## src/rtl/branch_redirect_ctrl.sv

```systemverilog
// branch_redirect_ctrl: sequences execute-stage branch/jump redirects to fetch with flush, stall, misalign trap and statistics
module branch_redirect_ctrl #(
  parameter int FLUSH_CYCLES = 2,
  parameter int CNT_W = 32
) (
  input  logic             clk,
  input  logic             rst,
  input  logic             ex_valid,
  input  logic [6:0]       ex_opcode,
  input  logic             bj_taken,
  input  logic [31:0]      bj_target,
  input  logic             ex_kill,
  input  logic             redirect_ready,
  output logic             redirect_valid,
  output logic [31:0]      redirect_pc,
  output logic             flush_if,
  output logic             flush_id,
  output logic             ex_stall,
  output logic             misalign_trap,
  output logic [CNT_W-1:0] ctrl_count,
  output logic [CNT_W-1:0] taken_count
);
  typedef enum logic [1:0] {IDLE, REDIRECT, DRAIN} state_t;
  state_t state, state_nx;
  logic [3:0] drain_cnt, drain_nx;
  logic is_ctrl, accept, misaligned, go;
  assign is_ctrl = ex_opcode == 7'b1100011 || ex_opcode == 7'b1101111 || ex_opcode == 7'b1100111;
  assign accept = state == IDLE && ex_valid && is_ctrl && !ex_kill;
  assign misaligned = bj_target[1:0] != 2'b00;
  assign go = accept && bj_taken && !misaligned;
  always_comb begin
    state_nx = state;
    drain_nx = drain_cnt;
    if (ex_kill) begin
      state_nx = IDLE;
      drain_nx = '0;
    end else if (state == IDLE) begin
      state_nx = go ? REDIRECT : IDLE;
    end else if (state == REDIRECT) begin
      state_nx = redirect_ready ? DRAIN : REDIRECT;
      drain_nx = redirect_ready ? 4'(FLUSH_CYCLES) : drain_cnt;
    end else begin
      state_nx = drain_cnt <= 4'd1 ? IDLE : DRAIN;
      drain_nx = drain_cnt <= 4'd1 ? 4'd0 : drain_cnt - 4'd1;
    end
  end
  // Handshake and flush/stall outputs decode straight from state, so no input reaches them combinationally
  assign redirect_valid = state == REDIRECT;
  assign flush_if = state == REDIRECT;
  assign flush_id = state != IDLE;
  assign ex_stall = state != IDLE;
  always_ff @(posedge clk) begin
    if (rst) begin
      state <= IDLE;
      drain_cnt <= '0;
      redirect_pc <= '0;
      misalign_trap <= 1'b0;
      ctrl_count <= '0;
      taken_count <= '0;
    end else begin
      state <= state_nx;
      drain_cnt <= drain_nx;
      misalign_trap <= accept && bj_taken && misaligned;
      if (accept) ctrl_count <= ctrl_count + CNT_W'(1);
      if (go) begin
        redirect_pc <= bj_target;
        taken_count <= taken_count + CNT_W'(1);
      end
    end
  end
endmodule

```

## config.mk

```make
export PLATFORM = sky130hd
export DESIGN_NAME = branch_redirect_ctrl
export DESIGN_NICKNAME = d
export VERILOG_FILES = /design/src/rtl/branch_redirect_ctrl.sv
export SDC_FILE = /design/constraint.sdc
export NUM_CORES = 1
export LEC_CHECK = 0
export ABC_AREA = 0
export CELL_PAD_IN_SITES_DETAIL_PLACEMENT = 0
export CELL_PAD_IN_SITES_GLOBAL_PLACEMENT = 2
export CORE_ASPECT_RATIO = 1.4
export CORE_MARGIN = 3
export CORE_UTILIZATION = 32
export CTS_CLUSTER_DIAMETER = 100
export DETAILED_ROUTE_END_ITERATION = 8
export DONT_BUFFER_PORTS = 1
export GPL_TIMING_DRIVEN = 0
export PLACE_DENSITY = 0.85
export SYNTH_ARGS = -nofsm -noshare
export SYNTH_HDL_FRONTEND = slang
export SYNTH_SLANG_ARGS = --single-unit
```

## constraint.sdc

```tcl
create_clock -name clk -period 1.8 [get_ports clk]
set_input_delay 0 -clock clk [delete_from_list [all_inputs] [get_ports clk]]
set_output_delay 0 -clock clk [all_outputs]
set_load 0.03 [all_outputs]
```

Word level (Yosys, flattened, before mapping)
Index checks and enable logic that the tools add are counted.

operators by class
  reduce and logical (&&, ||, !) cells = 15
  add/subtract/negate cells = 3
  div/mod/pow operators = 0
  multiplexer cells = 8
  magnitude comparators = 1
  $mul = 0
  bitwise operators = 1
  shifts and indexed selects = 0
  eq/ne operators = 5

operator list
  kind                                                             count
  adder 32 x 1 -> 32 bit (second input constant)                   2
  == test 7 bit (second input constant)                            3
  2-to-1 mux 4 bit                                                 3
  2-to-1 mux 2 bit                                                 4
  logical AND 1 bit                                                6
  less-or-equal comparator 4 x 1 -> 1 bit (second input constant)  1
  nonzero test 2 bit                                               2
  subtractor 4 x 1 -> 4 bit (second input constant)                1
  == test 2 x 1 -> 1 bit (second input constant)                   1
  zero test 1 bit                                                  2
  zero test 2 bit                                                  1
  logical OR 1 bit                                                 2
  != test 2 bit (second input constant)                            1
  AND reduction 2 bit                                              1
  OR reduction 2 bit                                               1
  2-to-1 mux 1 bit                                                 1
  NOT 1 bit                                                        1

storage, ports and cells
  bits in latches = 0
  bits in writable memories = 0
  output and inout bits = 101
  memory bits (read-only) = 0
  memories = 0
  register bits = 103

Longest topological paths before layout
Gate-level depths: netlist (run 1).

  depth after elaboration = 9
  gate-level depth with buffers = 8
  mapped depth without buffers = 7

Worst setup path before layout (run 1)
No wires, ideal clock.

  path type = reg2reg
  from = register ctrl_count[3]
  to = register ctrl_count[25]
  slack = -320 ps
  library setup time = 70 ps
  stages on the path, launching flop included = 7
  path buffers = 1
  required time = 1730 ps
  arrival = 2050 ps
  clock period less this slack = 2120 ps
  cells stage by stage = dfxtp_1 nand4_1 nor4_2 nand3_1 clkbuf_1 or3_1 a21oi_1

on the way
  cells in the longest elaborated chain, start to end = 1

ends and longest elaborated chain
  what                      line  RTL
  start: declaration        20    output logic [CNT_W-1:0] ctrl_count,
  start signal: assignment  64    if (accept) ctrl_count <= ctrl_count + CNT_W'(1);
  adder 32 x 1 -> 32 bit    64

No other way between the ends.
A chain may end at the register's enable or synchronous reset.

Final worst setup path (run 1)
  from = register state[1]
  to = register ctrl_count[3]

on the way
  cells in the longest elaborated chain, start to end = 4

ends and longest elaborated chain
  what                            line  RTL
  start: declaration              24    state_t state, state_nx;
  start signal: assignment        61    state <= state_nx;
  zero test 2 bit                 28    assign accept = state == IDLE && ex_valid && is_ctrl && !ex_kill;
  logical AND 1 bit (3 in a row)  28

No other way between the ends.

==> impl_metrics.json, run 1 <==
{
  "crit_buf_inv": 2,
  "max_stage_delay_ns": 0.57,
  "reg2reg_to": "ctrl_count[3]$_SDFFE_PP0P_",
  "antenna_cells": 0,
  "cp-endpoint": "ctrl_count[3]$_SDFFE_PP0P_",
  "fin_skew_ns": 0.00782,
  "fin_util_pct": 48.0,
  "synthArstFlopShare_pct": 0,
  "path_cells": "or2_4 -> buf_12 -> or4_4 -> buf_8 -> or3_1 -> a21oi_2",
  "rsz0062_at_grt": "yes",
  "irDropWorstVdd_uv": 472,
  "post-route-drc-count": 0,
  "cts_tree": "done",
  "grt_pass1_vias": 4524,
  "cp.depth": 6,
  "power.density_mw_per_mm2": 646,
  "num_vias": 4517,
  "dieArea_mm2": 0.0159,
  "synth_top_area_cell": "dfxtp_1",
  "fp-row-count": 51,
  "syn_inst": 561,
  "syn_area_mm2": 0.00462,
  "seq_power_share_pct": 51.5,
  "clkLatencyLatePin_ns": 0.34,
  "hpwl_mm": 10.4,
  "final_layout_size_suffix_gt1_share_pct": 37.2,
  "whs_ns": 0.0172,
  "n_fill_cell": 1341,
  "portBuffers": 0,
  "worst_setup_path_end_kind": "flop",
  "hold_violations": 0,
  "violations": "negative setup slack",
  "critPathRequiredTime_ns": 2.06,
  "design.portCount": 146,
  "ys_top_cells_by_area": "dfxtp_1 45%, nand2_1 7.5%, a21oi_1 7.3%, nand4_1 3.9%, nor2_1 3.7%",
  "fin_crit_ns": 2.04,
  "finalWirelength_mm": 15.5,
  "synth-seq-cells": 103,
  "reg2reg_from": "state[1]$_SDFF_PP0_",
  "yosysMostFrequentCell": "dfxtp_1",
  "critPathLaunchType": "flop",
  "clock_sinks": 103,
  "grt_max_degree": 17,
  "htreeDepth": 3,
  "die_h_um": 148,
  "cap_viol_max_count": 0,
  "power.share.combinational_pct": 3.6,
  "clock_power_share_pct": 45.0,
  "drv_slew": 0,
  "cp_max_fo": 10,
  "setup_slack_ns": -0.239,
  "synth_warnings": 0,
  "root_buffer": "clkbuf_16",
  "ys_types": 45,
  "ys_seq_area_share_pct": 44.6,
  "yosys-top-cells-count": "103 x dfxtp_1, 92 x nand2_1, 67 x a21oi_1",
  "start_util_pct": 32.9,
  "die_x_um": 108,
  "drt_iter0_drc": 173,
  "critPathKind": "reg -> reg",
  "fin_crit_sh_pct": 113,
  "clock.fmax_mhz": 490,
  "p_leak_uw": 0.00217,
  "coreArea_mm2": 0.0140,
  "synth_top_cell_area_share_pct": 44.6,
  "syn_area_per_cell_um2": 8.23,
  "p_int_uw": 3390,
  "synthFlopType": "dfxtp_1",
  "critPathArrivalTime_ns": 2.30,
  "clk_pin_slew_ns": 0.07,
  "relSlewSlack_pct": 49.2,
  "switchingPower_uw": 965,
  "grt_first_pass_wirelength_mm": 23.7,
  "ant_nets": 0,
  "wire_per_inst_um": 18.6,
  "critPathLaunch": "state[1]$_SDFF_PP0_",
  "detailed_place.area_mm2": 0.00495,
  "worst_pin_slew_ns": 0.761,
  "antenna_found_initial": 0,
  "hold-path-cell-count": 3,
  "clock_path_buffers": 2,
  "crit_family": "simple AND/OR/NAND/NOR gates",
  "synth_edf_count": 0,
  "cpMaxStageDelayCell": "or4_4",
  "r2r_slack_ns": -0.24,
  "syn_nets": 610,
  "cts_inserted_buffers": 9,
  "grt.overflow.total": 0,
  "via_per_inst": 5.43,
  "hp-class": "in -> reg",
  "gp_congestion": 0.779,
  "areaGrowthSynthToFinish_pct": 45.8,
  "ff2ff_path_depth": 6,
  "fin_area_mm2": 0.00674,
  "p_sw_share_pct": 22.2,
  "fin_nets": 691,
  "status": "finished with violations",
  "grt_use_total_pct": 18.5,
  "dr.pass1.iters": 4,
  "setup_viol": 71
}
-- worst min-delay path: stages --
cell and delay, ns:
nand2b_1 0.13, a21oi_2 0.10, a31o_2 0.10
-- cell usage in the layout (no fill, tap or decap), types with 12 or more instances in the layout --
| cell type | synthesis | final |
|---|---|---|
| a21oi_1 | 67 | 33 |
| nor2_1 | 46 | 44 |
| inv_1 | 13 | 13 |
| dfxtp_1 | 103 | 52 |
| dfxtp_2 | 0 | 26 |
| nand4_1 | 29 | 29 |
| or3_1 | 22 | 17 |
| nand2_2 | 0 | 13 |
| buf_4 | 2 | 27 |
| clkbuf_1 | 19 | 15 |
| dfxtp_4 | 0 | 25 |
| xor2_1 | 19 | 19 |
| nand2_1 | 92 | 59 |
| nand3_1 | 24 | 12 |
| nand2_4 | 0 | 20 |
| o21ai_0 | 25 | 20 |
| dlygate4sd3_1 | 0 | 33 |
| a21oi_2 | 0 | 34 |
-- how the worst min path moves through the flow --
stage	startpoint	to
after floorplan	ex_kill	drain_cnt[0]$_SDFFE_PP0P_
after global placement	ex_kill	drain_cnt[0]$_SDFFE_PP0P_
after detailed placement	ex_kill	drain_cnt[0]$_SDFFE_PP0P_
after CTS	rst	taken_count[2]$_SDFFE_PP0P_
after global routing	rst	taken_count[2]$_SDFFE_PP0P_
final	rst	taken_count[2]$_SDFFE_PP0P_
-- per-stage QoR --
step | setup WS [ns] | total power, uW | TNS, ns | std cells
6_report | -0.239 | 4350 | -8.55 | 832
2_1_floorplan | -0.146 | 2370 | -1.76 | 561
5_1_grt | -0.307 | 4510 | -14.90 | 832
3_5_place_dp | -0.569 | 2400 | -30.65 | 746
3_3_place_gp | -0.544 | 2400 | -27.90 | 746
4_1_cts | -0.280 | 4400 | -8.92 | 828
-- state kept, by name, indices dropped and copies added, names as in the netlist --
register and count:
misalign_trap 1, drain_cnt 4, taken_count 32, ctrl_count 32
redirect_pc 32, state 2
-- logic make-up after synthesis --
group | Yosys count | synth area share (%)
adders and majority gates | 4 | 1.08
buffers and inverters | 40 | 3.85
and+or+nand+nor | 279 | 32.4
DFF | 103 | 44.6
xor gates and xnor gates | 31 | 5.88
AOI/OAI and AO/OA | 104 | 12.2
-- per-layer routing --
| metal | part of all wire (%) | up-vias | global-route usage [%] |
|---|---|---|---|
| met4 | 2.4 | 0 | 6.44 |
| li1 | - | 2155 | - |
| met5 | 0 | - | 0 |
| met3 | 6.1 | 28 | 4.78 |
| met2 | 53 | 119 | 33.2 |
| met1 | 38 | 2215 | 21.0 |
-- final cells by class --
class	instances	area, um2	share of cell area [%]
Timing Repair Buffer	70	702	10.4
Buffer	27	241	3.59
Clock inverter	5	56.3	0.836
Sequential cell	103	2190	32.5
Inverter	13	48.8	0.725
Tap cell	185	231	3.44
Clock buffer	11	233	3.46
Multi-Input combinational cell	418	3030	45.0
-- timing repair --
| action | CTS | global route |
|---|---|---|
| setup endpoints to repair | 90 | 82 |
| resized for setup | 156 | 78 |
| buffers inserted | 24 | 4 |
| pin swaps | 58 | 26 |
| hold endpoints to repair | 37 | 0 |
| gates cloned | 9 | 0 |
| hold buffers | 33 | 0 |
-- power by group through the flow --
stage | combinational [uW] | clock (uW) | sequential (uW)
finish | 156 | 1960 | 2240
global route | 167 | 2100 | 2240
CTS | 152 | 2000 | 2250
detailed placement | 75.5 | 0 | 2330
global placement | 74.6 | 0 | 2330
floorplan | 49.0 | 0 | 2330
(Power assumes the default switching activity.)
==> run 2, diff against run 1 <==
--- a/config.mk
+++ b/config.mk
@@ -10,12 +10,13 @@
 export CELL_PAD_IN_SITES_GLOBAL_PLACEMENT = 2
 export CORE_ASPECT_RATIO = 1.4
 export CORE_MARGIN = 3
-export CORE_UTILIZATION = 32
+export CORE_UTILIZATION = 29
 export CTS_CLUSTER_DIAMETER = 100
 export DETAILED_ROUTE_END_ITERATION = 8
 export DONT_BUFFER_PORTS = 1
 export GPL_TIMING_DRIVEN = 0
-export PLACE_DENSITY = 0.85
+export PLACE_DENSITY = 0.79
 export SYNTH_ARGS = -nofsm -noshare
 export SYNTH_HDL_FRONTEND = slang
 export SYNTH_SLANG_ARGS = --single-unit
+export TNS_END_PERCENT = 100
==> run 2 against run 1 <==
Against the previous run:
- the run still ends with negative setup slack left
- final area grew 3.7%
- sequential power about the same
- global-route usage down 1.1 points
- critical path type unchanged
- largest power group unchanged
==> impl_metrics.json, run 2 (synthesis results as in run 1) <==
{
  "fin_skew_ns": 0.00979,
  "crit_top_cell": "buf_12",
  "critPathArrivalTime_ns": 2.29,
  "clkLatencyLatePin_ns": 0.35,
  "fin_area_mm2": 0.00698,
  "critPathRequiredTime_ns": 2.07,
  "crit_buf_inv": 2,
  "gp_congestion": 0.817,
  "status": "finished with violations",
  "final_layout_size_suffix_gt1_share_pct": 42.4,
  "cap_viol_max_count": 0,
  "cts_tree": "done",
  "finalWirelength_mm": 15.9,
  "hpwl_mm": 10.6,
  "p_leak_uw": 0.00226,
  "power.density_mw_per_mm2": 629,
  "layout_commonest_cell": "nand2_1",
  "relSlewSlack_pct": 43.7,
  "die_h_um": 155,
  "antenna_cells": 0,
  "rsz0062_at_grt": "yes",
  "start_util_pct": 29.6,
  "irDropWorstVdd_uv": 509,
  "hp-class": "in -> reg",
  "grt_first_pass_wirelength_mm": 24.4,
  "n_fill_cell": 1516,
  "htreeDepth": 3,
  "top_regs": "ctrl_count: 32 flops, redirect_pc: 32 flops, taken_count: 32 flops",
  "dr.pass1.iters": 4,
  "grt_pass1_vias": 4550,
  "grt_use_total_pct": 17.4,
  "fin_nets": 700,
  "coreArea_mm2": 0.0156,
  "post-route-drc-count": 0,
  "design.portCount": 146,
  "fin_crit_ns": 2.02,
  "final_cell_mix": "52 x nand2_1, 50 x dfxtp_1, 42 x nor2_1",
  "cpMaxStageDelayCell": "or4_4",
  "via_per_inst": 5.35,
  "detailed_place.area_mm2": 0.00496,
  "max_stage_delay_ns": 0.57,
  "drv_slew": 0,
  "root_buffer": "clkbuf_16",
  "setup_slack_ns": -0.221,
  "violations": "negative setup slack",
  "die_x_um": 113,
  "fp-row-count": 54,
  "hold_violations": 0,
  "worst_pin_slew_ns": 0.845,
  "path_cells": "or2_4 -> buf_12 -> or4_4 -> buf_12 -> or3_4 -> a21oi_2",
  "num_vias": 4555,
  "drt_iter0_drc": 273,
  "portBuffers": 0,
  "clock.fmax_mhz": 495,
  "critPathLaunchType": "flop",
  "critPathKind": "reg -> reg",
  "areaGrowthSynthToFinish_pct": 51.2,
  "grt_max_degree": 19,
  "antenna_found_initial": 0,
  "fin_crit_sh_pct": 112,
  "cts_inserted_buffers": 9,
  "grt.overflow.total": 0,
  "clock_sinks": 103,
  "clock_path_buffers": 2,
  "setup_viol": 76,
  "ant_nets": 0,
  "power.total_uw": 4390,
  "worst_setup_path_end_kind": "flop",
  "dieArea_mm2": 0.0175,
  "clk_pin_slew_ns": 0.07,
  "wire_per_inst_um": 18.7,
  "cp_max_fo": 10,
  "crit_family": "simple AND/OR/NAND/NOR gates"
}
-- run 2: changes by cell type in the layout (fill, tap and decap cells not counted), sizes merged --
cell and change:
clkinv -1, inv +3, bufinv -1, buf +8
clkinvlp -1, clkbuf +1
-- run 2: metal layers --
metal  vias to the layer above  track usage, %  part of all wire [%]  wire length [um]
met5                         -               0                     0                 0
met2                       130            30.9                    53              8440
met3                        35            4.90                   6.3              1010
met1                      2213            19.4                    38              5980
li1                       2177               -                     -                 -
met4                         0            6.93                   3.2               503
-- run 2: area by class of cell --
cell class                 instances  area [um2]  area share, %
sequential                       103        2180           31.2
inverter                          13        48.8          0.699
tap                              196         245           3.51
clock buffer                      11         253           3.62
multi-input combinational        418        3180           45.6
buffer                            27         243           3.48
clock inverter                     5        46.3          0.663
timing repair buffer              79         791           11.3
-- run 2: per-stage QoR --
stage | setup TNS, ns | instances | worst slack [ns] | util, % | hold slack (ns)
6_report | -8.81 | 852 | -0.221 | 44.7 | 0.0145
5_1_grt | -15.82 | 852 | -0.308 | 44.7 | 0.0342
4_1_cts | -8.68 | 840 | -0.270 | 41.4 | 0.00542
3_5_place_dp | -30.10 | 757 | -0.638 | 31.8 | 0.0836
3_3_place_gp | -28.17 | 757 | -0.587 | 31.8 | 0.0812
2_1_floorplan | -1.76 | 561 | -0.146 | - | 0.0793
-- run 2: worst paths after layout --
check / slack, ns / from / depth (start not counted) / end
hold reg to reg: 0.53 / drain_cnt[3]$_SDFFE_PP0P_ / 2 / drain_cnt[3]$_SDFFE_PP0P_
hold / removal: 0.01 / rst / 3 / taken_count[2]$_SDFFE_PP0P_
setup reg to reg: -0.22 / state[1]$_SDFF_PP0_ / 6 / ctrl_count[3]$_SDFFE_PP0P_
setup / recovery: -0.22 / state[1]$_SDFF_PP0_ / 6 / ctrl_count[3]$_SDFFE_PP0P_
-- run 2: where the power goes --
group	internal [uW]	switching (uW)
logic	67.3	94.5
registers	2250	1.82
clock network	1040	935
-- run 2: tightest hold or removal path, delay by kind of cell --
kind	cells	cell delay, ns
simple gates	1	0.13
compound gates	2	0.20
-- run 2: timing repair --
item                                    in CTS  in global routing
buffers inserted                            25                 11
gates resized for setup                    163                103
hold endpoints to repair                    37                  0
endpoints found under the setup margin      90                 88
cloned                                       9                  1
pin swaps                                   64                 26
hold buffers                                33                  0
==> run 3, diff against run 2 <==
--- a/config.mk
+++ b/config.mk
@@ -11,6 +11,7 @@
 export CORE_ASPECT_RATIO = 1.4
 export CORE_MARGIN = 3
 export CORE_UTILIZATION = 29
+export CTS_BUF_LIST = sky130_fd_sc_hd__clkbuf_16
 export CTS_CLUSTER_DIAMETER = 100
 export DETAILED_ROUTE_END_ITERATION = 8
 export DONT_BUFFER_PORTS = 1
==> run 3 against run 2 <==
Against the previous run:
- the run still ends with negative setup slack left
- global-route usage barely moved
- wire length fell by 0.52%
- sequential cell count did not move
- final area fell by 0.47%
- via count fell by 0.33%
- cell count fell by 0.12%
- clock power fell by 5%
- register-to-register slack barely moved
- critical path type unchanged
==> impl_metrics.json, run 3 (synthesis results as in run 1) <==
{
  "fin_area_mm2": 0.00695,
  "setup_viol": 76,
  "cts_tree": "done",
  "power.share.combinational_pct": 3.8,
  "fin_crit_ns": 2.02,
  "num_vias": 4540,
  "holdCritStartpoint": "rst",
  "p_sw_share_pct": 23.8,
  "coreArea_mm2": 0.0156,
  "pre_cts_ws_ns": -0.638,
  "worst_setup_path_end_kind": "flop",
  "die_x_um": 113,
  "dieArea_mm2": 0.0175,
  "hp-class": "in -> reg",
  "relSlewSlack_pct": 42.9,
  "htreeDepth": 3,
  "portBuffers": 0,
  "drv_slew": 0,
  "rsz0062_at_grt": "yes",
  "start_util_pct": 29.6,
  "irDropWorstVdd_uv": 508,
  "layout_commonest_cell": "nand2_1",
  "violations": "negative setup slack",
  "finalWirelength_mm": 15.8,
  "final_layout_size_suffix_gt1_share_pct": 41.8,
  "critPathKind": "reg -> reg",
  "grt.overflow.total": 0,
  "fp-row-count": 54,
  "fin_crit_sh_pct": 112,
  "grt_use_total_pct": 17.4,
  "reg2reg_from": "state[1]$_SDFF_PP0_",
  "final_cell_mix": "52 x nand2_1, 50 x dfxtp_1, 42 x nor2_1",
  "detailed_place.area_mm2": 0.00496,
  "hold_violations": 0,
  "clock_sinks": 103,
  "gp_congestion": 0.817,
  "critPathLaunchType": "flop",
  "critPathArrivalTime_ns": 2.29,
  "cp_max_fo": 10,
  "min_delay_worst_endpoint": "taken_count[2]$_SDFFE_PP0P_",
  "dr.pass1.iters": 4,
  "tns_ns": -9.08,
  "critPathRequiredTime_ns": 2.07,
  "seq_power_share_pct": 52.4,
  "r2r_slack_ns": -0.22,
  "whs_ns": 0.0161,
  "wire_per_inst_um": 18.6,
  "root_buffer": "clkbuf_16",
  "cts_inserted_buffers": 9,
  "fin_nets": 699,
  "grt_pass1_vias": 4543,
  "post-route-drc-count": 0,
  "grt_max_degree": 19,
  "cap_viol_max_count": 0,
  "worst_pin_slew_ns": 0.857,
  "clkLatencyLatePin_ns": 0.35,
  "hpwl_mm": 10.6,
  "ff2ff_path_depth": 6,
  "ant_nets": 0,
  "p_leak_uw": 0.00224,
  "p_int_uw": 3270,
  "via_per_inst": 5.33,
  "die_h_um": 155,
  "power.total_uw": 4290,
  "clk_pin_slew_ns": 0.07,
  "antenna_found_initial": 0,
  "areaGrowthSynthToFinish_pct": 50.5,
  "drt_iter0_drc": 241,
  "power.density_mw_per_mm2": 618,
  "status": "finished with violations",
  "design.portCount": 146,
  "n_fill_cell": 1518,
  "fin_skew_ns": 0.0108,
  "clock_power_share_pct": 43.9,
  "top_regs": "ctrl_count: 32 flops, redirect_pc: 32 flops, taken_count: 32 flops",
  "clock.fmax_mhz": 495,
  "setup_slack_ns": -0.219,
  "clock_path_buffers": 2,
  "switchingPower_uw": 1020,
  "grt_first_pass_wirelength_mm": 24.4,
  "antenna_cells": 0,
  "hold-path-cell-count": 3,
  "reg2reg_to": "ctrl_count[3]$_SDFFE_PP0P_"
}
## run 3: changes by cell type in the layout (fill, tap and decap cells not counted)
cell / delta
nand3_1: +1
clkbuf_8: -2
buf_4: -1
clkinv_1: +2
nand3_2: -1
## run 3: worst max path at each step
stage          slack [ns]                       start                           to  cells after the start
2_1_floorplan       -0.15         state[1]$_SDFF_PP0_   ctrl_count[3]$_SDFFE_PP0P_                      6
3_3_place_gp        -0.59  ctrl_count[2]$_SDFFE_PP0P_  ctrl_count[15]$_SDFFE_PP0P_                      6
3_5_place_dp        -0.64  ctrl_count[2]$_SDFFE_PP0P_  ctrl_count[21]$_SDFFE_PP0P_                      6
4_1_cts             -0.27         state[1]$_SDFF_PP0_  ctrl_count[18]$_SDFFE_PP0P_                      7
5_1_grt             -0.31         state[0]$_SDFF_PP0_  ctrl_count[15]$_SDFFE_PP0P_                      8
6_report            -0.22         state[1]$_SDFF_PP0_   ctrl_count[3]$_SDFFE_PP0P_                      6
## run 3: per-layer routing
layer / part of all wire, % / track usage (%)
met5: 0 / 0
met4: 3.2 / 6.59
met3: 6.2 / 5.37
met2: 53 / 30.8
met1: 38 / 19.4
## run 3: through the flow
step,instances,util (%)
floorplan,561,-
global placement,757,31.8
detailed placement,757,31.8
CTS,840,41.2
global route,851,44.5
finish,851,44.5
## run 3: timing repair
action	CTS	global route
resized for setup	163	102
setup endpoints to repair	90	88
gates cloned	9	1
pin swaps	64	27
hold buffers	33	0
setup buffers	25	10
hold endpoints to repair	37	0
## run 3: power groups by stage
stage,Combinational (uW),Clock (uW),Sequential (uW)
6_report,161,1880,2250
5_1_grt,174,2020,2250
4_1_cts,154,1930,2250
3_5_place_dp,75.8,0,2330
3_3_place_gp,75.1,0,2330
2_1_floorplan,49.0,0,2330
## run 3: worst max-delay path, cell delays in order, from the launching register on
cell     delay [ns]
dfxtp_4        0.34
or2_4          0.24
buf_12         0.15
or4_4          0.57
buf_12         0.18
or3_4          0.36
a21oi_2        0.11
## run 3: final cells by class
cell class / count / area [um2] / share of cell area [%]
multi-input cells: 418 / 3180 / 45.7
flip-flops and latches: 103 / 2180 / 31.3
repair buffers: 78 / 783 / 11.3
well taps: 196 / 245 / 3.53
plain buffers: 27 / 243 / 3.49
clock buffers: 9 / 225 / 3.24
clock inverters: 7 / 53.8 / 0.774
inverters: 13 / 48.8 / 0.702
